===== config.mk =====
export PLATFORM = sky130hd
export DESIGN_NAME = multiplicador_secuencial
export DESIGN_NICKNAME = d
export VERILOG_FILES = /design/src/rtl/multiplicador_secuencial.sv
export SDC_FILE = /design/constraint.sdc
export NUM_CORES = 1
export LEC_CHECK = 0
export BUFFER_PORTS_ARGS = -buffer_cell sky130_fd_sc_hd__clkbuf_2
export CELL_PAD_IN_SITES_DETAIL_PLACEMENT = 2
export CELL_PAD_IN_SITES_GLOBAL_PLACEMENT = 2
export CORE_ASPECT_RATIO = 2
export CORE_MARGIN = 2
export CORE_UTILIZATION = 31
export DETAILED_ROUTE_END_ITERATION = 7
export GPL_TIMING_DRIVEN = 1
export PLACE_DENSITY = 0.94
export SLEW_MARGIN = 10
export SYNTH_ARGS = -nofsm -noshare
export SYNTH_HDL_FRONTEND = slang
export SYNTH_SLANG_ARGS = --single-unit

===== constraint.sdc =====
create_clock -name clk -period 3.2 [get_ports clk]
set_input_delay 0.64 -clock clk [delete_from_list [all_inputs] [get_ports clk]]
set_output_delay 0.64 -clock clk [all_outputs]
set_load 0.01 [all_outputs]

===== src/rtl/multiplicador_secuencial.sv =====
// rtl/multiplicador_secuencial.sv - unsigned shift-and-add multiplier driving an external 32-bit adder
// One adder pass per cycle: the carry/sum pair becomes the new upper half while P shifts right.
module multiplicador_secuencial #(
  parameter int ANCHO = 32
) (
  input  logic               clk,
  input  logic               reset_n,
  input  logic               inicio,
  input  logic [ANCHO-1:0]   multiplicando,
  input  logic [ANCHO-1:0]   multiplicador,
  output logic [ANCHO-1:0]   SumandoA,
  output logic [ANCHO-1:0]   SumandoB,
  output logic               Acarreo,
  input  logic [ANCHO-1:0]   Resultado,
  input  logic               SignoMasSignificativo,
  output logic               ocupado,
  output logic               listo,
  output logic [2*ANCHO-1:0] producto
);

  localparam int CW = (ANCHO > 1) ? $clog2(ANCHO) : 1;
  localparam logic [CW-1:0] ULTIMA = CW'(ANCHO - 1);

  typedef enum logic [1:0] {
    REPOSO,
    SUMA,
    LISTO
  } estado_t;

  estado_t            estado;
  estado_t            estado_sig;
  logic [2*ANCHO-1:0] p;
  logic [2*ANCHO-1:0] p_sig;
  logic [ANCHO-1:0]   mreg;
  logic [CW-1:0]      contador;

  assign SumandoA = p[2*ANCHO-1:ANCHO];
  assign SumandoB = p[0] ? mreg : '0;
  assign Acarreo  = 1'b0;

  // Adder carry lands in the MSB, so no product bit is ever lost.
  assign p_sig = {SignoMasSignificativo, Resultado, p[ANCHO-1:1]};

  always_ff @(posedge clk) begin
    if (!reset_n) begin
      estado <= REPOSO;
    end else begin
      estado <= estado_sig;
    end
  end

  always_comb begin
    estado_sig = estado;
    ocupado    = 1'b0;
    listo      = 1'b0;
    case (estado)
      REPOSO: begin
        if (inicio) estado_sig = SUMA;
      end
      SUMA: begin
        ocupado = 1'b1;
        if (contador == ULTIMA) estado_sig = LISTO;
      end
      LISTO: begin
        listo      = 1'b1;
        estado_sig = inicio ? SUMA : REPOSO;
      end
      default: estado_sig = REPOSO;
    endcase
  end

  always_ff @(posedge clk) begin
    if (!reset_n) begin
      p        <= '0;
      mreg     <= '0;
      contador <= '0;
      producto <= '0;
    end else begin
      case (estado)
        REPOSO, LISTO: begin
          if (inicio) begin
            p        <= {{ANCHO{1'b0}}, multiplicador};
            mreg     <= multiplicando;
            contador <= '0;
          end
        end
        SUMA: begin
          p        <= p_sig;
          contador <= contador + CW'(1);
          if (contador == ULTIMA) producto <= p_sig;
        end
        default: begin
          p        <= p;
        end
      endcase
    end
  end

endmodule


==> run_summary.xml, run 1 <==
<?xml version="1.0" encoding="UTF-8"?>
<metrics>
  <group name="status">
    <metric name="status" unit="">completed</metric>
  </group>
  <group name="timing">
    <metric name="period_share" unit="">0.745</metric>
    <metric name="setup_total_neg_slack" unit="ps">0</metric>
    <metric name="setup_slack" unit="ps">816</metric>
    <metric name="grt_setup_unrepaired" unit="">no</metric>
    <metric name="tightestPinTransition" unit="ps">865</metric>
    <metric name="timing.final.hold_violations" unit="">0</metric>
    <metric name="timing.final.crit_period" unit="ps">2380</metric>
    <metric name="max-slew-margin-rel" unit="">0.422</metric>
    <metric name="clock.fmax" unit="GHz">0.420</metric>
    <metric name="report.final.slew_viol_count" unit="">0</metric>
    <metric name="setup_viol" unit="">0</metric>
    <metric name="skew" unit="ps">11.2</metric>
  </group>
  <group name="layout">
    <metric name="final-seq-area" unit="mm2">0.00334</metric>
    <metric name="utilization" unit="">0.398</metric>
    <metric name="area_delta_synth_final" unit="%">26.3</metric>
    <metric name="multiInputGateArea" unit="mm2">0.00237</metric>
    <metric name="fillCellCount" unit="">2273</metric>
    <metric name="final_nets" unit="">941</metric>
    <metric name="share_of_layout_cells_above_drive_strength_1" unit="">0.327</metric>
  </group>
  <group name="detailed_routing">
    <metric name="avgViaCountPerCell" unit="">5.07</metric>
    <metric name="drt_first_pass_iters" unit="">4</metric>
    <metric name="finalWirelength" unit="mm">22.4</metric>
    <metric name="wire_per_inst" unit="um">20.1</metric>
    <metric name="drt-initial-drc-count" unit="">162</metric>
    <metric name="number_of_vias_after_detailed_routing" unit="">5654</metric>
    <metric name="drc" unit="">0</metric>
    <metric name="drtAntennaViolNets" unit="">0</metric>
  </group>
  <group name="power">
    <metric name="power.density" unit="mW/mm2">618</metric>
    <metric name="leakagePower" unit="nW">3.49</metric>
    <metric name="ir_drop" unit="V">0.000334</metric>
  </group>
  <group name="clock_tree">
    <metric name="cts_made_buffers" unit="">17</metric>
    <metric name="postCtsHoldBufs" unit="">0</metric>
    <metric name="cts_repair_resized_insts" unit="">0</metric>
    <metric name="h-tree-depth" unit="">4</metric>
    <metric name="cts_post_setup_buffers_inserted" unit="">0</metric>
    <metric name="tritoncts" unit="">yes</metric>
    <metric name="insertion_delay" unit="ps">430</metric>
    <metric name="worst_setup_hold_path_clk_slew" unit="ps">70</metric>
    <metric name="clock_sink_count" unit="">167</metric>
    <metric name="max-clock-path-buffers" unit="">2</metric>
    <metric name="cts.root.buffer_cell" unit="">sky130_fd_sc_hd__clkbuf_16</metric>
  </group>
  <group name="floorplanning">
    <metric name="initial_core_util" unit="">0.315</metric>
    <metric name="die_h" unit="um">205</metric>
    <metric name="die_width" unit="um">105</metric>
    <metric name="placeableCoreArea" unit="mm2">0.0199</metric>
    <metric name="ios" unit="">231</metric>
    <metric name="die_area" unit="mm2">0.0215</metric>
    <metric name="core_rows" unit="">73</metric>
  </group>
  <group name="logic_synthesis">
    <metric name="synth-compound-area-share" unit="">0.212</metric>
    <metric name="syn-cell-area" unit="mm2">0.00628</metric>
    <metric name="synth_seq_cells" unit="">167</metric>
    <metric name="dominantRegCellSynth" unit="">sky130_fd_sc_hd__dfxtp_1</metric>
    <metric name="synth.most_common_cell" unit="">sky130_fd_sc_hd__dfxtp_1</metric>
    <metric name="yosys.area_share.adder" unit="">0.00399</metric>
    <metric name="multiplexer_share_of_the_synthesized_area" unit="">0.00339</metric>
    <metric name="synth_fp_nets" unit="">776</metric>
    <metric name="synthXorXnorAreaFrac" unit="">0</metric>
    <metric name="post_synth_and_or_nand_nor_area_fraction" unit="">0.154</metric>
    <metric name="avg_synthesized_cell_area" unit="um2">9.31</metric>
    <metric name="synth_warnings" unit="">0</metric>
    <metric name="yosysTopAreaCell" unit="">sky130_fd_sc_hd__dfxtp_1</metric>
    <metric name="synth_cell_type_count" unit="">25</metric>
    <metric name="synthTopCellsByArea" unit="">sky130_fd_sc_hd__dfxtp_1 53%, sky130_fd_sc_hd__a22o_1 8.9%, sky130_fd_sc_hd__a21oi_1 8.0%</metric>
    <metric name="synth.cells.most_frequent" unit="">167 x sky130_fd_sc_hd__dfxtp_1, 100 x sky130_fd_sc_hd__a21oi_1, 98 x sky130_fd_sc_hd__nand2_1</metric>
    <metric name="portion_of_the_post_synthesis_area_used_by_sequential_elements" unit="">0.533</metric>
    <metric name="synthDominantCellAreaShare" unit="">0.533</metric>
    <metric name="synth_async_sr_flop_share" unit="">0</metric>
    <metric name="synth-edff-count" unit="">0</metric>
    <metric name="synth_top_family_by_area" unit="">compound AO/OA/AOI/OAI gates</metric>
    <metric name="synthesis.instances" unit="">674</metric>
  </group>
  <group name="global_routing">
    <metric name="grt_pass1_wl" unit="mm">34.9</metric>
    <metric name="grt_start_max_net_pins" unit="">70</metric>
    <metric name="globalRouteTotalUtil" unit="">0.209</metric>
    <metric name="global_route.overflow_total" unit="">0</metric>
    <metric name="grt_antenna_before_repair" unit="">1</metric>
    <metric name="grt_pass1_vias" unit="">6287</metric>
  </group>
  <group name="worst_setup_path">
    <metric name="setup.worst_path.start_class" unit="">register</metric>
    <metric name="worst-setup-path-type" unit="">register to primary output</metric>
    <metric name="path_cells" unit="">and2_1 &gt; clkbuf_2</metric>
    <metric name="critPathMaxStageDelay" unit="ps">890</metric>
    <metric name="end_kind" unit="">primary output</metric>
    <metric name="critPathMaxFanout" unit="">33</metric>
    <metric name="crit_slowest_cell" unit="">sky130_fd_sc_hd__dfxtp_1</metric>
    <metric name="critPathTopFamily" unit="">flip-flops</metric>
    <metric name="timing.critical_path.arrival" unit="ps">1740</metric>
    <metric name="critPathRequiredTime" unit="ps">2560</metric>
    <metric name="crit_buf_inv" unit="">1</metric>
  </group>
  <group name="placement">
    <metric name="dpl_worst_slack" unit="ps">1080</metric>
    <metric name="place_hpwl" unit="mm">15.2</metric>
    <metric name="gp_congestion" unit="">0.784</metric>
    <metric name="portBuffers" unit="">229</metric>
  </group>
  <group name="hold_path">
    <metric name="hold_class" unit="">input port to register</metric>
  </group>
  <group name="run">
    <metric name="maxCapViolCount" unit="">0</metric>
  </group>
</metrics>
[path summary, 6_finish.rpt]
check | from | endpoint | slack (ps) | cells after the start
max | p[0] | SumandoB[30] | 820 | 2
min | multiplicando[3] | mreg[3] | 430 | 3
max reg2reg | contador[0] | producto[53] | 1050 | 6
min reg2reg | mreg[11] | mreg[11] | 450 | 2
[registers in the layout, summed over array words and instances, names as in the netlist]
signal	flops
contador	5
p	64
producto	64
estado	2
mreg	32
[cells by family after synthesis]
group	count (synthesis)
flip-flops	167
AO/OA/AOI/OAI	199
multiplexers	2
buffers and inverters	95
AND/OR/NAND/NOR	208
adder cells (fa/ha/maj)	2
other	1
[tightest hold or removal path: cells and delay by family]
kind | cells | cell delay, ps
simple gates | 1 | 50
buf+inv | 1 | 80
compound gates | 1 | 50
[power breakdown]
part           switching, mW  total (mW)  internal, mW  leakage [nW]
clock network          0.932        2.29          1.36         0.318
registers             0.0571        2.21          2.15          1.36
logic                  0.265       0.404         0.139          1.81
total                   1.25        4.90          3.65          3.49
[cell type report]
cell class / count / area share
antenna: 2 / 0.000631
tap: 262 / 0.0414
clock buffer: 18 / 0.0554
inverter: 2 / 0.00142
sequential: 167 / 0.422
multi-input combinational: 412 / 0.299
clock inverter: 14 / 0.0265
timing repair buffer: 239 / 0.154
[cell usage in the layout, fill, tap and decap left out, types with 3 or more instances in the layout]
cell type	count
sky130_fd_sc_hd__nand2_1	98
sky130_fd_sc_hd__and2_1	32
sky130_fd_sc_hd__a21oi_1	100
sky130_fd_sc_hd__bufinv_16	4
sky130_fd_sc_hd__buf_4	10
sky130_fd_sc_hd__inv_8	3
sky130_fd_sc_hd__a22oi_1	32
sky130_fd_sc_hd__nand3_1	68
sky130_fd_sc_hd__dfxtp_1	167
sky130_fd_sc_hd__inv_6	4
sky130_fd_sc_hd__a22o_1	64
sky130_fd_sc_hd__clkbuf_2	229
sky130_fd_sc_hd__clkbuf_16	17
[routing by layer]
metal,global-route usage,share of wire
met1,0.206,0.34
met4,0.122,0.050
met3,0.0459,0.037
met2,0.397,0.57
met5,0,0
[per-stage QoR]
step	area, um2	total power [mW]	std cells	hold WS [ps]
3_5_place_dp	7270	2.66	1082	446
6_report	7930	4.90	1116	426
5_1_grt	7930	5.10	1115	420
2_1_floorplan	6280	2.50	674	432
3_3_place_gp	7270	2.64	1082	438
4_1_cts	7920	4.96	1114	405
Note: power is estimated with default switching activity, not from simulation.
==> inputs of run 2 (changes only) <==
Settings changed: CORE_UTILIZATION 31 to 28, PLACE_DENSITY 0.94 to 0.87.
Clock period 3.2 ns to 2.2 ns, I/O delays scaled along.
==> run 2 against run 1 <==
  * Design area is 0.22% higher
  * Critical path depth up 2
  * Utilization decreased by 3.8 points
  * Final cell count grew 1.7%
  * Sequential share of layout area shrank 0.093 points
  * Register-to-register slack got worse by 770 ps
  * Worst setup slack got worse by 660 ps
  * Sequential cell count unchanged
  * Non-clock buffer count grew 6
  * Largest cell class unchanged
  * Via count increased by 1.9%
  * Die area grew 10%
  * Power up 39%
==> run_summary.xml, run 2 (synthesis results as in run 1) <==
<?xml version="1.0" encoding="UTF-8"?>
<metrics>
  <group name="detailed_routing">
    <metric name="avgViaCountPerCell" unit="">5.07</metric>
    <metric name="number_of_vias_after_detailed_routing" unit="">5760</metric>
    <metric name="drc" unit="">0</metric>
    <metric name="finalWirelength" unit="mm">22.2</metric>
    <metric name="drtAntennaViolNets" unit="">0</metric>
    <metric name="drt-initial-drc-count" unit="">217</metric>
    <metric name="drt_first_pass_iters" unit="">4</metric>
    <metric name="wire_per_inst" unit="um">19.6</metric>
  </group>
  <group name="timing">
    <metric name="max-slew-margin-rel" unit="">0.623</metric>
    <metric name="grt_setup_unrepaired" unit="">no</metric>
    <metric name="timing.final.crit_period" unit="ps">2040</metric>
    <metric name="timing.final.hold_violations" unit="">0</metric>
    <metric name="tightestPinTransition" unit="ps">565</metric>
    <metric name="clock.fmax" unit="GHz">0.489</metric>
    <metric name="setup_viol" unit="">0</metric>
    <metric name="period_share" unit="">0.929</metric>
    <metric name="setup_total_neg_slack" unit="ps">0</metric>
    <metric name="skew" unit="ps">7.99</metric>
    <metric name="report.final.slew_viol_count" unit="">0</metric>
  </group>
  <group name="clock_tree">
    <metric name="clock_sink_count" unit="">167</metric>
    <metric name="cts_repair_resized_insts" unit="">0</metric>
    <metric name="cts_post_setup_buffers_inserted" unit="">0</metric>
    <metric name="cts.root.buffer_cell" unit="">sky130_fd_sc_hd__clkbuf_16</metric>
    <metric name="max-clock-path-buffers" unit="">2</metric>
    <metric name="insertion_delay" unit="ps">440</metric>
    <metric name="cts_made_buffers" unit="">17</metric>
    <metric name="tritoncts" unit="">yes</metric>
    <metric name="postCtsHoldBufs" unit="">0</metric>
    <metric name="worst_setup_hold_path_clk_slew" unit="ps">60</metric>
    <metric name="h-tree-depth" unit="">4</metric>
  </group>
  <group name="hold_path">
    <metric name="hold_class" unit="">input port to register</metric>
  </group>
  <group name="layout">
    <metric name="reg.largest.list" unit="">p (64), producto (64), mreg (32)</metric>
    <metric name="design_area" unit="mm2">0.00795</metric>
    <metric name="final_cell_mix" unit="">229 x sky130_fd_sc_hd__clkbuf_2, 167 x sky130_fd_sc_hd__dfxtp_1, 100 x sky130_fd_sc_hd__a21oi_1</metric>
    <metric name="final_nets" unit="">947</metric>
    <metric name="area_delta_synth_final" unit="%">26.6</metric>
    <metric name="final_common_cell" unit="">sky130_fd_sc_hd__clkbuf_2</metric>
    <metric name="share_of_layout_cells_above_drive_strength_1" unit="">0.329</metric>
  </group>
  <group name="placement">
    <metric name="portBuffers" unit="">229</metric>
    <metric name="placement.cell_area" unit="mm2">0.00737</metric>
    <metric name="gp_congestion" unit="">0.763</metric>
    <metric name="place_hpwl" unit="mm">15.5</metric>
  </group>
  <group name="worst_setup_path">
    <metric name="setup.worst_path.start_class" unit="">register</metric>
    <metric name="critPathMaxFanout" unit="">17</metric>
    <metric name="worst-setup-path-type" unit="">register to primary output</metric>
    <metric name="timing.critical_path.arrival" unit="ps">1600</metric>
    <metric name="end_kind" unit="">primary output</metric>
    <metric name="critPathRequiredTime" unit="ps">1760</metric>
  </group>
  <group name="power">
    <metric name="leakagePower" unit="nW">3.49</metric>
    <metric name="power.density" unit="mW/mm2">857</metric>
    <metric name="ir_drop" unit="V">0.000518</metric>
  </group>
  <group name="floorplanning">
    <metric name="initial_core_util" unit="">0.284</metric>
    <metric name="die_width" unit="um">110</metric>
    <metric name="ios" unit="">231</metric>
    <metric name="die_h" unit="um">216</metric>
    <metric name="core_rows" unit="">77</metric>
    <metric name="placeableCoreArea" unit="mm2">0.0221</metric>
    <metric name="die_area" unit="mm2">0.0237</metric>
  </group>
  <group name="global_routing">
    <metric name="grt_pass1_wl" unit="mm">33.6</metric>
    <metric name="grt_start_max_net_pins" unit="">102</metric>
    <metric name="globalRouteTotalUtil" unit="">0.191</metric>
    <metric name="global_route.overflow_total" unit="">0</metric>
    <metric name="grt_pass1_vias" unit="">6156</metric>
    <metric name="grt_antenna_before_repair" unit="">2</metric>
  </group>
  <group name="run">
    <metric name="maxCapViolCount" unit="">0</metric>
  </group>
  <group name="status">
    <metric name="status" unit="">completed</metric>
  </group>
</metrics>
[run 2: cell count changes in the layout (fill, tap and decap cells not counted), sizes merged]
cell,previous run,this run
clkinv,3,6
buf,10,16
clkbuf,247,251
clkinvlp,1,2
inv,8,1
bufinv,4,2
[run 2: layout make-up]
cell class / count / area [um2]
clock buffer: 22 / 474
multi-input combinational: 412 / 2370
antenna: 2 / 5.00
tap: 276 / 345
timing repair buffer: 245 / 1290
clock inverter: 9 / 100
fill: 2513 / 14100
inverter: 2 / 11.3
sequential: 167 / 3340
[run 2: final timing paths]
| kind | end | slack (ps) | depth (start not counted) | startpoint |
|---|---|---|---|---|
| min reg2reg | mreg[3] | 450 | 2 | mreg[3] |
| min | mreg[7] | 220 | 3 | multiplicando[7] |
| max | ocupado | 160 | 4 | estado[0] |
| max reg2reg | producto[24] | 280 | 6 | contador[0] |
[run 2: stage by stage]
stage	hold WS [ps]	power (mW)	worst slack, ps	utilization	cells
floorplan	432	3.64	580	-	674
global placement	437	3.87	368	0.334	1102
detailed placement	448	3.90	269	0.334	1102
CTS	196	6.91	102	0.360	1133
global route	214	7.11	34.7	0.360	1134
finish	221	6.81	157	0.360	1135
[run 2: worst max-delay path: stages, from the launching register on]
cell,delay [ps]
sky130_fd_sc_hd__dfxtp_1,470
sky130_fd_sc_hd__nand2b_4,100
sky130_fd_sc_hd__inv_4,160
sky130_fd_sc_hd__buf_4,260
sky130_fd_sc_hd__clkbuf_2,170
[run 2: report_power, final]
| part | leakage, nW | total, mW | switching (mW) | internal, mW |
|---|---|---|---|---|
| registers | 1.36 | 3.21 | 0.0732 | 3.14 |
| logic | 1.85 | 0.613 | 0.395 | 0.217 |
| clock network | 0.282 | 2.99 | 1.24 | 1.74 |
| total | 3.49 | 6.81 | 1.71 | 5.10 |
[run 2: metal layers]
| metal | wire length [um] | track usage | up-vias |
|---|---|---|---|
| li1 | - | - | 2665 |
| met1 | 7640 | 0.178 | 2888 |
| met2 | 12700 | 0.364 | 162 |
| met3 | 855 | 0.0359 | 45 |
| met4 | 1050 | 0.112 | 0 |
| met5 | 0 | 0 | - |
